$ cat config.mk
export PLATFORM = sky130hd
export DESIGN_NAME = dbus_uncached_bridge
export DESIGN_NICKNAME = d
export VERILOG_FILES = /design/src/rtl/dbus_uncached_bridge.sv
export SDC_FILE = /design/constraint.sdc
export NUM_CORES = 1
export LEC_CHECK = 0
export ABC_AREA = 0
export BUFFER_PORTS_ARGS = -buffer_cell sky130_fd_sc_hd__buf_2
export CAP_MARGIN = 15
export CORE_AREA = 2 2 110 91
export DETAILED_ROUTE_END_ITERATION = 12
export DIE_AREA = 0 0 112 93
export PLACE_DENSITY_LB_ADDON = 0.3
export SLEW_MARGIN = 30
export SYNTH_ARGS = -nofsm -noshare
export SYNTH_HDL_FRONTEND = slang
export SYNTH_SLANG_ARGS = --single-unit
$ cat constraint.sdc
create_clock -name clk -period 1.55 [get_ports clk]
set_input_delay 0.155 -clock clk [delete_from_list [all_inputs] [get_ports clk]]
set_output_delay 0.155 -clock clk [all_outputs]
set_load 0.005 [all_outputs]
$ cat src/rtl/dbus_uncached_bridge.sv
// Uncached data-bus bridge: accepts one memory-stage dbus request, folds the
// kseg0/kseg1 virtual address to physical, issues it as a single-beat cbus
// transaction and returns load data / store completion. One transaction at a time.
module dbus_uncached_bridge #(
    parameter bit PADDR_MAP = 1'b1,
    parameter int DATA_W    = 32
) (
    input  logic              clk,
    input  logic              reset,
    input  logic              dreq_valid,
    input  logic [31:0]       dreq_addr,
    input  logic [2:0]        dreq_size,
    input  logic [3:0]        dreq_strobe,
    input  logic [DATA_W-1:0] dreq_data,
    output logic              dresp_addr_ok,
    output logic              dresp_data_ok,
    output logic [DATA_W-1:0] dresp_data,
    output logic              creq_valid,
    output logic              creq_is_write,
    output logic [2:0]        creq_size,
    output logic [31:0]       creq_addr,
    output logic [3:0]        creq_strobe,
    output logic [DATA_W-1:0] creq_data,
    output logic [3:0]        creq_len,
    input  logic              cresp_ready,
    input  logic              cresp_last,
    input  logic [DATA_W-1:0] cresp_data
);

    typedef enum logic [1:0] {
        IDLE = 2'd0,
        REQ  = 2'd1,
        RESP = 2'd2
    } state_t;

    state_t            state;
    state_t            state_next;

    logic [31:0]       addr_q;
    logic [2:0]        size_q;
    logic [3:0]        strobe_q;
    logic [DATA_W-1:0] data_q;
    logic [DATA_W-1:0] rbuf_q;
    logic              is_write_q;

    logic [31:0]       paddr;
    logic              accept;
    logic              beat_done;

    // Fold kseg0/kseg1 onto the low 512 MiB of physical space; everything else passes through.
    always_comb begin
        paddr = dreq_addr;
        if (PADDR_MAP && ((dreq_addr[31:29] == 3'b100) || (dreq_addr[31:29] == 3'b101))) begin
            paddr = {3'b000, dreq_addr[28:0]};
        end
    end

    // Next-state and handshake decode; addr_ok is only ever raised while idle.
    always_comb begin
        state_next    = state;
        dresp_addr_ok = 1'b0;
        dresp_data_ok = 1'b0;
        creq_valid    = 1'b0;
        accept        = 1'b0;
        beat_done     = 1'b0;
        case (state)
            IDLE: begin
                dresp_addr_ok = dreq_valid;
                accept        = dreq_valid;
                if (dreq_valid) begin
                    state_next = REQ;
                end
            end
            REQ: begin
                creq_valid = 1'b1;
                if (cresp_ready && cresp_last) begin
                    beat_done  = 1'b1;
                    state_next = RESP;
                end
            end
            RESP: begin
                dresp_data_ok = 1'b1;
                state_next    = IDLE;
            end
            default: begin
                state_next = IDLE;
            end
        endcase
    end

    // State register; reset abandons any in-flight cbus beat.
    always_ff @(posedge clk) begin
        if (reset) begin
            state <= IDLE;
        end else begin
            state <= state_next;
        end
    end

    // Request latch: captured at accept so the cbus side is stable for the whole REQ state.
    always_ff @(posedge clk) begin
        if (reset) begin
            addr_q     <= 32'd0;
            size_q     <= 3'd0;
            strobe_q   <= 4'd0;
            data_q     <= '0;
            is_write_q <= 1'b0;
        end else if (accept) begin
            addr_q     <= paddr;
            size_q     <= dreq_size;
            strobe_q   <= dreq_strobe;
            data_q     <= dreq_data;
            is_write_q <= |dreq_strobe;
        end
    end

    // Read buffer: only loads overwrite it, so after a store it still shows the last load word.
    always_ff @(posedge clk) begin
        if (reset) begin
            rbuf_q <= '0;
        end else if (beat_done && !is_write_q) begin
            rbuf_q <= cresp_data;
        end
    end

    assign creq_is_write = is_write_q;
    assign creq_size     = size_q;
    assign creq_addr     = addr_q;
    assign creq_strobe   = strobe_q;
    assign creq_data     = data_q;
    assign creq_len      = 4'd0;
    assign dresp_data    = rbuf_q;

endmodule

==> report_table.html, run 1 <==
<table>
<tr><th>Metric</th><th>Value</th></tr>
<tr><th colspan="2">Flow run</th></tr>
<tr><td>Number of violations of the max-capacitance limit</td><td>0</td></tr>
<tr><th colspan="2">Timing</th></tr>
<tr><td>Maximum operating frequency</td><td>0.6738 GHz</td></tr>
<tr><td>Final worst slack</td><td>0.06583 ns</td></tr>
<tr><td>RSZ-0062 raised after global routing</td><td>no</td></tr>
<tr><td>Transition time of the tightest slew-check pin</td><td>0.5789 ns</td></tr>
<tr><td>Total Negative Setup Slacks</td><td>0 ns</td></tr>
<tr><td>Worst Hold Slack</td><td>0.04090 ns</td></tr>
<tr><td>Final setup skew</td><td>0.01273 ns</td></tr>
<tr><td>Final worst path period share</td><td>95.75%</td></tr>
<tr><td>Slew HR</td><td>61.40%</td></tr>
<tr><td>Final count of pins violating max slew</td><td>0</td></tr>
<tr><td>Post-layout minimum cycle time</td><td>1.484 ns</td></tr>
<tr><td>Final Hold Vio Count</td><td>0</td></tr>
<tr><td>Final setup violating endpoints</td><td>0</td></tr>
<tr><th colspan="2">GRT</th></tr>
<tr><td>Overall Global Routing Usage</td><td>19.44%</td></tr>
<tr><td>Number of antenna violations at the first check in global routing</td><td>0</td></tr>
<tr><td>First-pass GRT wire length</td><td>16560 µm</td></tr>
<tr><td>Largest net degree at the start of global routing</td><td>75</td></tr>
<tr><td>Grt total ovfl</td><td>0</td></tr>
<tr><td>Vias in the first global route</td><td>3414</td></tr>
<tr><th colspan="2">Clock tree</th></tr>
<tr><td>Insertion delay of the later-clocked pin in the worst-skew pair</td><td>0.34 ns</td></tr>
<tr><td>Hold_buf cts</td><td>0</td></tr>
<tr><td>CTS tree</td><td>done</td></tr>
<tr><td>Maximum level of the CTS H-tree</td><td>3</td></tr>
<tr><td>Cell at the root of the clock tree</td><td>sky130_fd_sc_hd__clkbuf_16</td></tr>
<tr><td>Clock transition at the registers of the reported paths</td><td>0.08 ns</td></tr>
<tr><td>Maximum clock path buffer count</td><td>2</td></tr>
<tr><td>TritonCTS sink count</td><td>106</td></tr>
<tr><td>Number of CTS-inserted buffers</td><td>9</td></tr>
<tr><th colspan="2">Yosys</th></tr>
<tr><td>Sequential cell area fraction in the yosys report</td><td>51.68%</td></tr>
<tr><td>Unique cell type count in the Yosys netlist</td><td>22</td></tr>
<tr><td>Total number of yosys warnings</td><td>0</td></tr>
<tr><td>Post-synthesis area per instance</td><td>8.774 µm²</td></tr>
<tr><td>Cell count after synthesis</td><td>468</td></tr>
<tr><td>Post-synthesis cell area</td><td>4106 µm²</td></tr>
<tr><td>Flip-flop and latch count after synthesis</td><td>106</td></tr>
<tr><th colspan="2">Placement</th></tr>
<tr><td>Worst slack at placement</td><td>0.08318 ns</td></tr>
<tr><td>Dpl cell area</td><td>5263 µm²</td></tr>
<tr><td>Routability-driven placement congestion ratio</td><td>0.7356</td></tr>
<tr><td>Number of placed instances, taps included</td><td>775</td></tr>
<tr><td>Detailed-placement wirelength estimate</td><td>7375 µm</td></tr>
<tr><td>IO buf count</td><td>214</td></tr>
<tr><th colspan="2">Cells and area</th></tr>
<tr><td>Fraction of final layout cells sized beyond drive strength 1</td><td>39.50%</td></tr>
<tr><td>Core Util, Final</td><td>60.24%</td></tr>
<tr><td>Post-route non-filler standard cell count</td><td>795</td></tr>
<tr><td>Antenna cell count</td><td>0</td></tr>
<tr><td>Final instance area</td><td>5644 µm²</td></tr>
<tr><td>Relative area change from synthesis to final layout</td><td>37.45%</td></tr>
<tr><td>Number of nets at the end of the flow</td><td>779</td></tr>
<tr><th colspan="2">Power</th></tr>
<tr><td>Leakage power</td><td>2.634 nW</td></tr>
<tr><td>Fraction of power consumed by the clock network</td><td>38.8%</td></tr>
<tr><td>Switching power total</td><td>1.529 mW</td></tr>
<tr><td>Total chip power</td><td>6.083 mW</td></tr>
<tr><td>Sequential share of power</td><td>48.2%</td></tr>
<tr><td>PD cells</td><td>1078 nW/µm²</td></tr>
<tr><td>Pint</td><td>4.554 mW</td></tr>
<tr><td>Share of total power consumed by net switching</td><td>25.14%</td></tr>
<tr><td>Share of total power in combinational logic</td><td>13.0%</td></tr>
<tr><td>Peak VDD IR</td><td>0.0005848 V</td></tr>
<tr><th colspan="2">Drt</th></tr>
<tr><td>Vias</td><td>3685</td></tr>
<tr><td>Vias per Instance</td><td>4.635</td></tr>
<tr><td>Detailed-route wire length</td><td>10220 µm</td></tr>
<tr><td>1st-pass router iterations</td><td>4</td></tr>
<tr><td>Antenna Violating Nets Remaining</td><td>0</td></tr>
<tr><td>DRC Markers</td><td>0</td></tr>
<tr><td>Starting DRC count in detailed routing</td><td>145</td></tr>
<tr><td>Drt wl/cell</td><td>12.85 µm</td></tr>
<tr><th colspan="2">Floorplan</th></tr>
<tr><td>Overall die area</td><td>10420 µm²</td></tr>
<tr><td>Total number of placement rows</td><td>32</td></tr>
<tr><td>Placeable core region</td><td>9369 µm²</td></tr>
<tr><td>Die Span X</td><td>112 µm</td></tr>
<tr><td>Vertical extent of the die</td><td>93 µm</td></tr>
<tr><td>Number of ports placed on the die boundary</td><td>219</td></tr>
<tr><td>Initial cell density of the core</td><td>43.83%</td></tr>
<tr><th colspan="2">Setup path</th></tr>
<tr><td>Classification of the worst setup path</td><td>flip-flop to output port</td></tr>
<tr><td>Capturing element type of the critical path</td><td>output port</td></tr>
<tr><td>Critical path startpoint category</td><td>flip-flop</td></tr>
<tr><td>Arrival time at the worst endpoint</td><td>1.33 ns</td></tr>
<tr><td>Crit path max fanout</td><td>3</td></tr>
<tr><td>Worst Path Required</td><td>1.39 ns</td></tr>
<tr><th colspan="2">Worst hold path</th></tr>
<tr><td>Hold Path Class</td><td>input port to flip-flop</td></tr>
<tr><th colspan="2">Outcome</th></tr>
<tr><td>Run status</td><td>completed</td></tr>
</table>
-- cell families after synthesis --
group                  share of synthesized area [%]
other                                        0.09132
buffers and inverters                          5.698
flip-flops                                     51.68
AO/OA/AOI/OAI                                  10.02
multiplexers                                   7.800
AND/OR/NAND/NOR                                24.71
-- area by class of cell --
class | instances | area, µm²
inverter | 2 | 10.01
clock inverter | 7 | 91.34
multi-input combinational | 325 | 1770
sequential | 106 | 2123
fill | 851 | 3725
timing repair buffer | 227 | 1275
clock buffer | 9 | 225.2
tap | 119 | 148.9
-- state kept, by name (all words and copies together), names as in the netlist --
signal	cells
state	2
dresp_data	32
creq_strobe	4
creq_addr	32
creq_size	3
creq_is_write	1
creq_data	32
-- repair_timing --
item,in CTS,in global routing
pin swaps,1,1
setup buffers,3,0
resized for setup,3,1
gates cloned,1,0
setup endpoints to repair,1,5
-- final timing paths --
check           startpoint       endpoint  slack, ns  cells after the start
max               state[1]  dresp_addr_ok       0.07                      4
min reg2reg  creq_addr[29]  creq_addr[29]       0.45                      2
min          dreq_addr[24]  creq_addr[24]       0.04                      3
max reg2reg       state[1]  creq_is_write       0.08                      6
-- power groups by stage --
stage / logic (mW) / registers [mW] / clock network [mW]
floorplan: 0.398 / 3.01 / 0
CTS: 0.801 / 2.93 / 2.44
global placement: 0.747 / 2.99 / 0
global route: 0.883 / 2.95 / 2.56
finish: 0.793 / 2.93 / 2.36
detailed placement: 0.766 / 2.99 / 0
-- Yosys cell counts, drive strengths merged --
| library cell | n | area [µm²] |
|---|---|---|
| a21oi | 73 | 402.9 |
| buf | 19 | 155.1 |
| clkbuf | 19 | 71.32 |
| conb | 1 | 3.750 |
| dfxtp | 106 | 2122 |
| inv | 2 | 7.500 |
| mux2i | 32 | 320.3 |
| nand2 | 142 | 558.0 |
| nand2b | 66 | 412.9 |
| nand3 | 2 | 10.01 |
| nor2 | 1 | 3.750 |
| nor2b | 1 | 6.260 |
| nor3 | 2 | 15.01 |
| o41ai | 1 | 8.760 |
| or3b | 1 | 8.760 |
-- per-layer routing --
| metal | global-route usage, % | vias up | share of wire [%] |
|---|---|---|---|
| li1 | - | 1893 | - |
| met1 | 23.36 | 1650 | 43 |
| met2 | 33.08 | 130 | 47 |
| met3 | 6.870 | 12 | 8.3 |
| met4 | 5.793 | 0 | 1.2 |
| met5 | 0 | - | 0 |
-- cell usage in the layout (no fill, tap or decap), types with 2 or more instances in the layout --
cell	instances
sky130_fd_sc_hd__buf_2	213
sky130_fd_sc_hd__mux2i_1	32
sky130_fd_sc_hd__nand3_1	2
sky130_fd_sc_hd__nand2b_1	66
sky130_fd_sc_hd__conb_1	4
sky130_fd_sc_hd__buf_12	6
sky130_fd_sc_hd__dfxtp_1	105
sky130_fd_sc_hd__nand2_1	132
sky130_fd_sc_hd__buf_4	6
sky130_fd_sc_hd__a21oi_2	10
sky130_fd_sc_hd__inv_6	3
sky130_fd_sc_hd__a21oi_1	63
sky130_fd_sc_hd__nand2_2	10
sky130_fd_sc_hd__clkbuf_16	9
-- worst max-delay path: stages, from the launching register on --
cell	delay, ns
sky130_fd_sc_hd__dfxtp_1	0.32
sky130_fd_sc_hd__or3b_4	0.41
sky130_fd_sc_hd__inv_4	0.07
sky130_fd_sc_hd__buf_12	0.09
sky130_fd_sc_hd__buf_2	0.09
Power figures use the tool's default switching activity.
==> inputs of run 2 (changes only) <==
- GPL_TIMING_DRIVEN: unset -> 0
==> run 2 against run 1 <==
Combinational power up 0.9%. Routed wire length up 7.1%. Die area unchanged. Clock skew down 0.0086 ns. Clock power down 6%. Total power down 2.2%. First-iteration DRC count down 18%. Critical path depth unchanged. Cell count up 2.8%. Global-route usage up 1.3 points. Register-to-register slack better by 0.03 ns.
==> report_table.html, run 2 (synthesized netlist as in run 1, its figures left out) <==
<table>
<tr><th>Metric</th><th>Value</th></tr>
<tr><th colspan="2">Outcome</th></tr>
<tr><td>Run status</td><td>completed</td></tr>
<tr><th colspan="2">Timing</th></tr>
<tr><td>Final worst path period share</td><td>96.21% (+0.46 points)</td></tr>
<tr><td>Slew HR</td><td>57.03% (-4.4 points)</td></tr>
<tr><td>Transition time of the tightest slew-check pin</td><td>0.6446 ns (+0.06568 ns)</td></tr>
<tr><td>Final worst slack</td><td>0.05870 ns (-0.007131 ns)</td></tr>
<tr><td>Maximum operating frequency</td><td>0.6706 GHz (-0.48%)</td></tr>
<tr><td>Final Hold Vio Count</td><td>0 (unchanged)</td></tr>
<tr><td>Final count of pins violating max slew</td><td>0 (unchanged)</td></tr>
<tr><td>Final setup violating endpoints</td><td>0 (unchanged)</td></tr>
<tr><td>Worst Hold Slack</td><td>0.04138 ns (+0.0004822 ns)</td></tr>
<tr><td>Final setup skew</td><td>0.004119 ns (-0.008616 ns)</td></tr>
<tr><td>RSZ-0062 raised after global routing</td><td>no</td></tr>
<tr><td>Post-layout minimum cycle time</td><td>1.491 ns (+0.007131 ns)</td></tr>
<tr><th colspan="2">GRT</th></tr>
<tr><td>Largest net degree at the start of global routing</td><td>16 (-79%)</td></tr>
<tr><td>First-pass GRT wire length</td><td>17190 µm (+3.8%)</td></tr>
<tr><td>Grt total ovfl</td><td>0 (unchanged)</td></tr>
<tr><td>Number of antenna violations at the first check in global routing</td><td>0 (unchanged)</td></tr>
<tr><td>Overall Global Routing Usage</td><td>20.69% (+1.3 points)</td></tr>
<tr><td>Vias in the first global route</td><td>3642 (+6.7%)</td></tr>
<tr><th colspan="2">Floorplan</th></tr>
<tr><td>Vertical extent of the die</td><td>93 µm (unchanged)</td></tr>
<tr><td>Die Span X</td><td>112 µm (unchanged)</td></tr>
<tr><td>Overall die area</td><td>10420 µm² (unchanged)</td></tr>
<tr><td>Placeable core region</td><td>9369 µm² (unchanged)</td></tr>
<tr><td>Total number of placement rows</td><td>32 (unchanged)</td></tr>
<tr><td>Number of ports placed on the die boundary</td><td>219 (unchanged)</td></tr>
<tr><td>Initial cell density of the core</td><td>43.83% (unchanged)</td></tr>
<tr><th colspan="2">Placement</th></tr>
<tr><td>Detailed-placement wirelength estimate</td><td>8353 µm (+13%)</td></tr>
<tr><td>Number of placed instances, taps included</td><td>803 (+3.6%)</td></tr>
<tr><td>IO buf count</td><td>213 (-0.47%)</td></tr>
<tr><td>Worst slack at placement</td><td>0.01334 ns (-0.06984 ns)</td></tr>
<tr><td>Routability-driven placement congestion ratio</td><td>0.7832 (+6.5%)</td></tr>
<tr><th colspan="2">Drt</th></tr>
<tr><td>DRC Markers</td><td>0 (unchanged)</td></tr>
<tr><td>Vias</td><td>3849 (+4.5%)</td></tr>
<tr><td>Antenna Violating Nets Remaining</td><td>0 (unchanged)</td></tr>
<tr><td>Vias per Instance</td><td>4.711 (+1.6%)</td></tr>
<tr><td>Detailed-route wire length</td><td>10940 µm (+7.1%)</td></tr>
<tr><td>Drt wl/cell</td><td>13.39 µm (+4.2%)</td></tr>
<tr><td>Starting DRC count in detailed routing</td><td>119 (-18%)</td></tr>
<tr><td>1st-pass router iterations</td><td>4 (unchanged)</td></tr>
<tr><th colspan="2">Worst hold path</th></tr>
<tr><td>Worst min-delay path endpoint</td><td>creq_addr[25]</td></tr>
<tr><td>Number of stages on the worst hold path</td><td>3 (unchanged)</td></tr>
<tr><td>Worst Hold Launch</td><td>dreq_addr[25]</td></tr>
<tr><td>Hold Path Class</td><td>input port to flip-flop</td></tr>
<tr><th colspan="2">Setup path</th></tr>
<tr><td>Crit path max fanout</td><td>3 (unchanged)</td></tr>
<tr><td>Classification of the worst setup path</td><td>flip-flop to output port</td></tr>
<tr><td>R2R Path End</td><td>creq_addr[22]</td></tr>
<tr><td>Critical path startpoint category</td><td>flip-flop</td></tr>
<tr><td>Capturing element type of the critical path</td><td>output port</td></tr>
<tr><td>Arrival time at the worst endpoint</td><td>1.34 ns (about the same)</td></tr>
<tr><td>Cell depth of the worst flop-to-flop path</td><td>5 (-1)</td></tr>
<tr><td>Worst Path Required</td><td>1.39 ns (about the same)</td></tr>
<tr><td>Reg-to-reg setup timing slack</td><td>0.11 ns (+0.03 ns)</td></tr>
<tr><td>Critical R2R Launch</td><td>state[0]</td></tr>
<tr><th colspan="2">Clock tree</th></tr>
<tr><td>Maximum level of the CTS H-tree</td><td>3 (unchanged)</td></tr>
<tr><td>CTS tree</td><td>done</td></tr>
<tr><td>Maximum clock path buffer count</td><td>2 (unchanged)</td></tr>
<tr><td>TritonCTS sink count</td><td>106 (unchanged)</td></tr>
<tr><td>Number of CTS-inserted buffers</td><td>9 (unchanged)</td></tr>
<tr><td>Insertion delay of the later-clocked pin in the worst-skew pair</td><td>0.34 ns (about the same)</td></tr>
<tr><td>Clock transition at the registers of the reported paths</td><td>0.07 ns (about the same)</td></tr>
<tr><td>Cell at the root of the clock tree</td><td>sky130_fd_sc_hd__clkbuf_16</td></tr>
<tr><th colspan="2">Flow run</th></tr>
<tr><td>Number of violations of the max-capacitance limit</td><td>0 (unchanged)</td></tr>
<tr><th colspan="2">Power</th></tr>
<tr><td>Leakage power</td><td>2.657 nW (+0.86%)</td></tr>
<tr><td>Peak VDD IR</td><td>0.0006308 V (+7.9%)</td></tr>
<tr><td>Total chip power</td><td>5.949 mW (-2.2%)</td></tr>
<tr><td>PD cells</td><td>1053 nW/µm² (-2.3%)</td></tr>
<tr><th colspan="2">Cells and area</th></tr>
<tr><td>Antenna cell count</td><td>0 (unchanged)</td></tr>
<tr><td>Leading cell types in the layout, fill and taps excluded</td><td>218 x sky130_fd_sc_hd__buf_2, 132 x sky130_fd_sc_hd__nand2_1, 105 x sky130_fd_sc_hd__dfxtp_1</td></tr>
<tr><td>Post-route non-filler standard cell count</td><td>817 (+2.8%)</td></tr>
<tr><td>Relative area change from synthesis to final layout</td><td>37.63%</td></tr>
<tr><td>Fraction of final layout cells sized beyond drive strength 1</td><td>39.54% (+0.045 points)</td></tr>
<tr><td>Number of nets at the end of the flow</td><td>804 (+3.2%)</td></tr>
<tr><td>Most frequent standard cell in the layout excluding fill and tap cells</td><td>sky130_fd_sc_hd__buf_2</td></tr>
</table>
==> run 2: cell types whose count changed in the layout (fill, tap and decap cells not counted), moves of 3 or more <==
cell | before | now
sky130_fd_sc_hd__buf_12 | 6 | 0
sky130_fd_sc_hd__buf_2 | 213 | 218
sky130_fd_sc_hd__buf_4 | 6 | 9
sky130_fd_sc_hd__buf_6 | 1 | 8
sky130_fd_sc_hd__clkbuf_1 | 0 | 12
sky130_fd_sc_hd__clkbuf_2 | 0 | 4
sky130_fd_sc_hd__inv_6 | 3 | 0
==> run 2: cell type report <==
type	count	area, µm²
clock buffer	10	239.0
tap	119	148.9
multi-input combinational	325	1770
fill	885	3717
sequential	106	2123
timing repair buffer	215	1081
inverter	2	10.01
buffer	37	236.5
clock inverter	3	42.54
==> run 2: layer usage <==
layer	vias to the layer above	routed length, µm	global-route usage, %
met5	-	0	0
met4	0	157	7.317
met3	15	968	6.805
met2	161	5132	34.70
met1	1729	4681	25.13
li1	1944	-	-
==> run 2: critical path, cell delays in order (launching register included) <==
cell,delay [ns]
sky130_fd_sc_hd__dfxtp_2,0.33
sky130_fd_sc_hd__or3b_4,0.42
sky130_fd_sc_hd__inv_4,0.07
sky130_fd_sc_hd__buf_6,0.09
sky130_fd_sc_hd__buf_2,0.10
==> run 2: repair_timing <==
action / CTS / global route
setup buffers: 2 / 0
resized for setup: 8 / 13
setup endpoints to repair: 4 / 81
pin swaps: 0 / 1
cloned: 0 / 0
hold buffers: 0 / 0
==> run 2: power breakdown <==
| group | leakage [nW] | internal (mW) | total, mW | switching [mW] |
|---|---|---|---|---|
| clock network | 0.136 | 1.27 | 2.21 | 0.946 |
| registers | 0.867 | 2.86 | 2.94 | 0.0719 |
| logic | 1.65 | 0.392 | 0.800 | 0.408 |
| total | 2.66 | 4.52 | 5.95 | 1.43 |
==> run 2: worst max-delay path by stage <==
stage               endpoint  cells past startpoint  slack (ns)  startpoint
6_report       dresp_addr_ok                      4        0.06    state[0]
5_1_grt        dresp_addr_ok                      4       0.007    state[0]
4_1_cts        dresp_addr_ok                      5       -0.04    state[1]
3_5_place_dp   creq_addr[27]                      7        0.01    state[1]
3_3_place_gp   creq_addr[21]                      7        0.03    state[1]
2_1_floorplan  creq_addr[18]                      7        0.18    state[1]
==> run 2: through the flow <==
step           setup TNS, ns  area [µm²]  utilization [%]
6_report                   0        5652            60.32
5_1_grt                    0        5652            60.32
4_1_cts             -0.03516        5647            60.27
3_5_place_dp               0        5333            56.92
3_3_place_gp               0        5333            56.92
2_1_floorplan              0        4118                -
==> inputs of run 3 (changes only) <==
- CORE_AREA: 2 2 110 91 -> 2 2 99 101
- DIE_AREA: 0 0 112 93 -> 0 0 101 103
==> run 3 against run 2 <==
Sequential power about the same. Clock skew up 0.0051 ns. Register-to-register slack about the same. Highest routed layer unchanged.
==> report_table.html, run 3 (synthesized netlist as in run 1, its figures left out) <==
<table>
<tr><th>Metric</th><th>Value</th></tr>
<tr><th colspan="2">Setup path</th></tr>
<tr><td>Largest delay share family, worst path</td><td>simple AND/OR/NAND/NOR gates</td></tr>
<tr><td>Critical path startpoint category</td><td>flip-flop</td></tr>
<tr><td>Crit path max fanout</td><td>3 (unchanged)</td></tr>
<tr><td>Arrival time at the worst endpoint</td><td>1.35 ns (about the same)</td></tr>
<tr><td>Classification of the worst setup path</td><td>flip-flop to output port</td></tr>
<tr><td>Cell with the most instances on the worst path</td><td>sky130_fd_sc_hd__buf_6</td></tr>
<tr><td>Capturing element type of the critical path</td><td>output port</td></tr>
<tr><td>Maximum single-stage delay on the critical path</td><td>0.41 ns (about the same)</td></tr>
<tr><td>Worst Path Required</td><td>1.39 ns (about the same)</td></tr>
<tr><td>R2R Path End</td><td>creq_addr[5]</td></tr>
<tr><td>Total buffers and inverters traversed by the critical path</td><td>3 (unchanged)</td></tr>
<tr><td>Critical R2R Launch</td><td>state[1]</td></tr>
<tr><td>Levels on crit path</td><td>4 (unchanged)</td></tr>
<tr><td>Library cell contributing the largest single delay on the critical path</td><td>sky130_fd_sc_hd__or3b_4</td></tr>
<tr><td>Reg-to-reg setup timing slack</td><td>0.10 ns (about the same)</td></tr>
<tr><td>Critical path cell sequence</td><td>or3b_4, inv_4, buf_6, buf_6</td></tr>
<tr><td>Cell depth of the worst flop-to-flop path</td><td>5 (unchanged)</td></tr>
<tr><th colspan="2">Worst hold path</th></tr>
<tr><td>Worst Hold Launch</td><td>dreq_data[21]</td></tr>
<tr><td>Worst min-delay path endpoint</td><td>creq_data[21]</td></tr>
<tr><td>Hold Path Class</td><td>input port to flip-flop</td></tr>
<tr><td>Number of stages on the worst hold path</td><td>3 (unchanged)</td></tr>
<tr><th colspan="2">GRT</th></tr>
<tr><td>Grt total ovfl</td><td>0 (unchanged)</td></tr>
<tr><td>Met1 GRT Util</td><td>21.98% (-3.1 points)</td></tr>
<tr><td>GR Util met2</td><td>36.56% (+1.9 points)</td></tr>
<tr><td>Overall Global Routing Usage</td><td>20.03% (-0.66 points)</td></tr>
<tr><td>Vias in the first global route</td><td>3682 (+1.1%)</td></tr>
<tr><td>Global Route met3 Usage</td><td>5.695% (-1.1 points)</td></tr>
<tr><td>Grt peak-use layer</td><td>met2</td></tr>
<tr><td>First-pass GRT wire length</td><td>16570 µm (-3.7%)</td></tr>
<tr><td>Largest net degree at the start of global routing</td><td>18 (+2)</td></tr>
<tr><td>Number of antenna violations at the first check in global routing</td><td>0 (unchanged)</td></tr>
<tr><th colspan="2">Clock tree</th></tr>
<tr><td>CTS tree</td><td>done</td></tr>
<tr><td>Clock transition at the registers of the reported paths</td><td>0.10 ns (+0.03 ns)</td></tr>
<tr><td>Number of CTS-inserted buffers</td><td>9 (unchanged)</td></tr>
<tr><td>Maximum level of the CTS H-tree</td><td>3 (unchanged)</td></tr>
<tr><td>TritonCTS sink count</td><td>106 (unchanged)</td></tr>
<tr><td>Cell at the root of the clock tree</td><td>sky130_fd_sc_hd__clkbuf_8</td></tr>
<tr><td>Maximum clock path buffer count</td><td>2 (unchanged)</td></tr>
<tr><td>Insertion delay of the later-clocked pin in the worst-skew pair</td><td>0.36 ns (+0.02 ns)</td></tr>
<tr><th colspan="2">Timing</th></tr>
<tr><td>Final setup skew</td><td>0.009267 ns (+0.005148 ns)</td></tr>
<tr><td>Final worst path period share</td><td>97.25% (+1.0 points)</td></tr>
<tr><td>Post-layout minimum cycle time</td><td>1.507 ns (+0.01605 ns)</td></tr>
<tr><td>RSZ-0062 raised after global routing</td><td>yes</td></tr>
<tr><td>Final Hold Vio Count</td><td>0 (unchanged)</td></tr>
<tr><td>Final worst slack</td><td>0.04264 ns (-0.01605 ns)</td></tr>
<tr><td>Transition time of the tightest slew-check pin</td><td>0.6069 ns (-0.03772 ns)</td></tr>
<tr><td>Slew HR</td><td>59.54% (+2.5 points)</td></tr>
<tr><td>Maximum operating frequency</td><td>0.6634 GHz (-1.1%)</td></tr>
<tr><td>Final count of pins violating max slew</td><td>0 (unchanged)</td></tr>
<tr><td>Total Negative Setup Slacks</td><td>0 ns (unchanged)</td></tr>
<tr><td>Final setup violating endpoints</td><td>0 (unchanged)</td></tr>
<tr><th colspan="2">Placement</th></tr>
<tr><td>Routability-driven placement congestion ratio</td><td>0.7576 (-3.3%)</td></tr>
<tr><td>Worst slack at placement</td><td>-0.02779 ns (-0.04113 ns)</td></tr>
<tr><td>IO buf count</td><td>213 (unchanged)</td></tr>
<tr><td>Number of placed instances, taps included</td><td>798 (-0.62%)</td></tr>
<tr><td>Detailed-placement wirelength estimate</td><td>8336 µm (-0.20%)</td></tr>
<tr><th colspan="2">Cells and area</th></tr>
<tr><td>Count of filler cells inserted in the layout</td><td>886 (+0.11%)</td></tr>
<tr><td>Leading cell types in the layout, fill and taps excluded</td><td>214 x sky130_fd_sc_hd__buf_2, 132 x sky130_fd_sc_hd__nand2_1, 104 x sky130_fd_sc_hd__dfxtp_1</td></tr>
<tr><td>Number of nets at the end of the flow</td><td>806 (+0.25%)</td></tr>
<tr><td>Core Util, Final</td><td>58.94% (-1.4 points)</td></tr>
<tr><td>Fraction of final layout cells sized beyond drive strength 1</td><td>39.74% (+0.20 points)</td></tr>
<tr><td>Post-route non-filler standard cell count</td><td>816 (-0.12%)</td></tr>
<tr><td>Antenna cell count</td><td>0 (unchanged)</td></tr>
<tr><td>Most frequent standard cell in the layout excluding fill and tap cells</td><td>sky130_fd_sc_hd__buf_2</td></tr>
<tr><td>Relative area change from synthesis to final layout</td><td>35.77%</td></tr>
<tr><th colspan="2">Drt</th></tr>
<tr><td>Vias per Instance</td><td>4.694 (-0.37%)</td></tr>
<tr><td>Drt wl/cell</td><td>13.33 µm (-0.46%)</td></tr>
<tr><td>Vias</td><td>3830 (-0.49%)</td></tr>
<tr><td>Starting DRC count in detailed routing</td><td>83 (-30%)</td></tr>
<tr><td>Detailed-route wire length</td><td>10880 µm (-0.59%)</td></tr>
<tr><td>Antenna Violating Nets Remaining</td><td>0 (unchanged)</td></tr>
<tr><td>DRC Markers</td><td>0 (unchanged)</td></tr>
<tr><td>1st-pass router iterations</td><td>4 (unchanged)</td></tr>
<tr><th colspan="2">Floorplan</th></tr>
<tr><td>Initial cell density of the core</td><td>43.41% (-0.42 points)</td></tr>
<tr><td>Number of ports placed on the die boundary</td><td>219 (unchanged)</td></tr>
<tr><td>Overall die area</td><td>10400 µm² (-0.12%)</td></tr>
<tr><td>Placeable core region</td><td>9459 µm² (+0.96%)</td></tr>
<tr><td>Vertical extent of the die</td><td>103 µm (+11%)</td></tr>
<tr><td>Total number of placement rows</td><td>36 (+13%)</td></tr>
<tr><td>Die Span X</td><td>101 µm (-9.8%)</td></tr>
<tr><th colspan="2">Outcome</th></tr>
<tr><td>Run status</td><td>completed</td></tr>
<tr><th colspan="2">Power</th></tr>
<tr><td>PD cells</td><td>950.6 nW/µm² (-9.7%)</td></tr>
<tr><td>Total chip power</td><td>5.300 mW (-11%)</td></tr>
<tr><td>Peak VDD IR</td><td>0.0005421 V (-14%)</td></tr>
<tr><td>Leakage power</td><td>2.611 nW (-1.7%)</td></tr>
<tr><th colspan="2">Flow run</th></tr>
<tr><td>Number of violations of the max-capacitance limit</td><td>0 (unchanged)</td></tr>
</table>
==> run 3: cell count changes in the layout (fill, tap and decap cells not counted) <==
cell / before / now
sky130_fd_sc_hd__buf_2: 218 / 214
sky130_fd_sc_hd__buf_6: 8 / 9
sky130_fd_sc_hd__bufinv_16: 1 / 0
sky130_fd_sc_hd__clkbuf_16: 9 / 0
sky130_fd_sc_hd__clkbuf_4: 0 / 3
sky130_fd_sc_hd__clkbuf_8: 1 / 10
sky130_fd_sc_hd__clkinv_2: 1 / 0
sky130_fd_sc_hd__clkinvlp_4: 1 / 4
sky130_fd_sc_hd__dfxtp_1: 105 / 104
sky130_fd_sc_hd__dfxtp_2: 1 / 2
sky130_fd_sc_hd__dlygate4sd3_1: 0 / 2
sky130_fd_sc_hd__inv_6: 0 / 1
==> run 3: per-layer routing <==
| layer | up-vias | share of wire, % |
|---|---|---|
| li1 | 1940 | - |
| met3 | 9 | 8.2 |
| met4 | 0 | 1.2 |
| met2 | 137 | 50 |
| met5 | - | 0 |
| met1 | 1744 | 41 |
==> run 3: worst max-delay path by stage <==
stage	startpoint	to
after global routing	state[1]	dresp_addr_ok
after floorplan	state[1]	creq_addr[18]
after detailed placement	state[1]	creq_data[13]
final	state[1]	dresp_addr_ok
after CTS	state[0]	dresp_addr_ok
after global placement	state[1]	creq_data[13]
==> run 3: what timing repair did <==
action                                 in CTS  in global routing
pin swaps                                   1                  2
gates resized for setup                    19                  1
buffers inserted                            2                  0
setup endpoints to repair                  32                 56
endpoints found under the hold margin       2                  0
hold buffers                                2                  0
==> run 3: stage by stage <==
| step | hold slack (ns) | cell area [µm²] |
|---|---|---|
| floorplan | 0.2819 | 4118 |
| global placement | 0.3949 | 5326 |
| detailed placement | 0.4014 | 5326 |
| CTS | 0.001092 | 5584 |
| global route | 0.004296 | 5575 |
| finish | 0.02068 | 5575 |
==> run 3: power breakdown <==
| group | leakage, nW | switching, mW | internal (mW) |
|---|---|---|---|
| Clock | 0.0770 | 0.926 | 0.625 |
| Sequential | 0.867 | 0.0682 | 2.86 |
| Combinational | 1.67 | 0.417 | 0.401 |
| Total | 2.61 | 1.41 | 3.89 |
==> run 3: worst min-delay path: cells and delay by family <==
family | cells | cell delay (ns)
buffers and inverters | 1 | 0.09
AOI/OAI and AO/OA | 1 | 0.05
and+or+nand+nor | 1 | 0.04
==> run 3: final cells by class <==
cell class                 instances  area (µm²)  share of cell area (%)
sequential                       106        2125                   38.11
inverter                           2       10.01                  0.1795
clock inverter                     5       38.79                  0.6957
timing repair buffer             217        1107                   19.86
clock buffer                      10       137.6                   2.469
multi-input combinational        325        1770                   31.75
tap                              114       142.6                   2.558
buffer                            37       244.0                   4.376
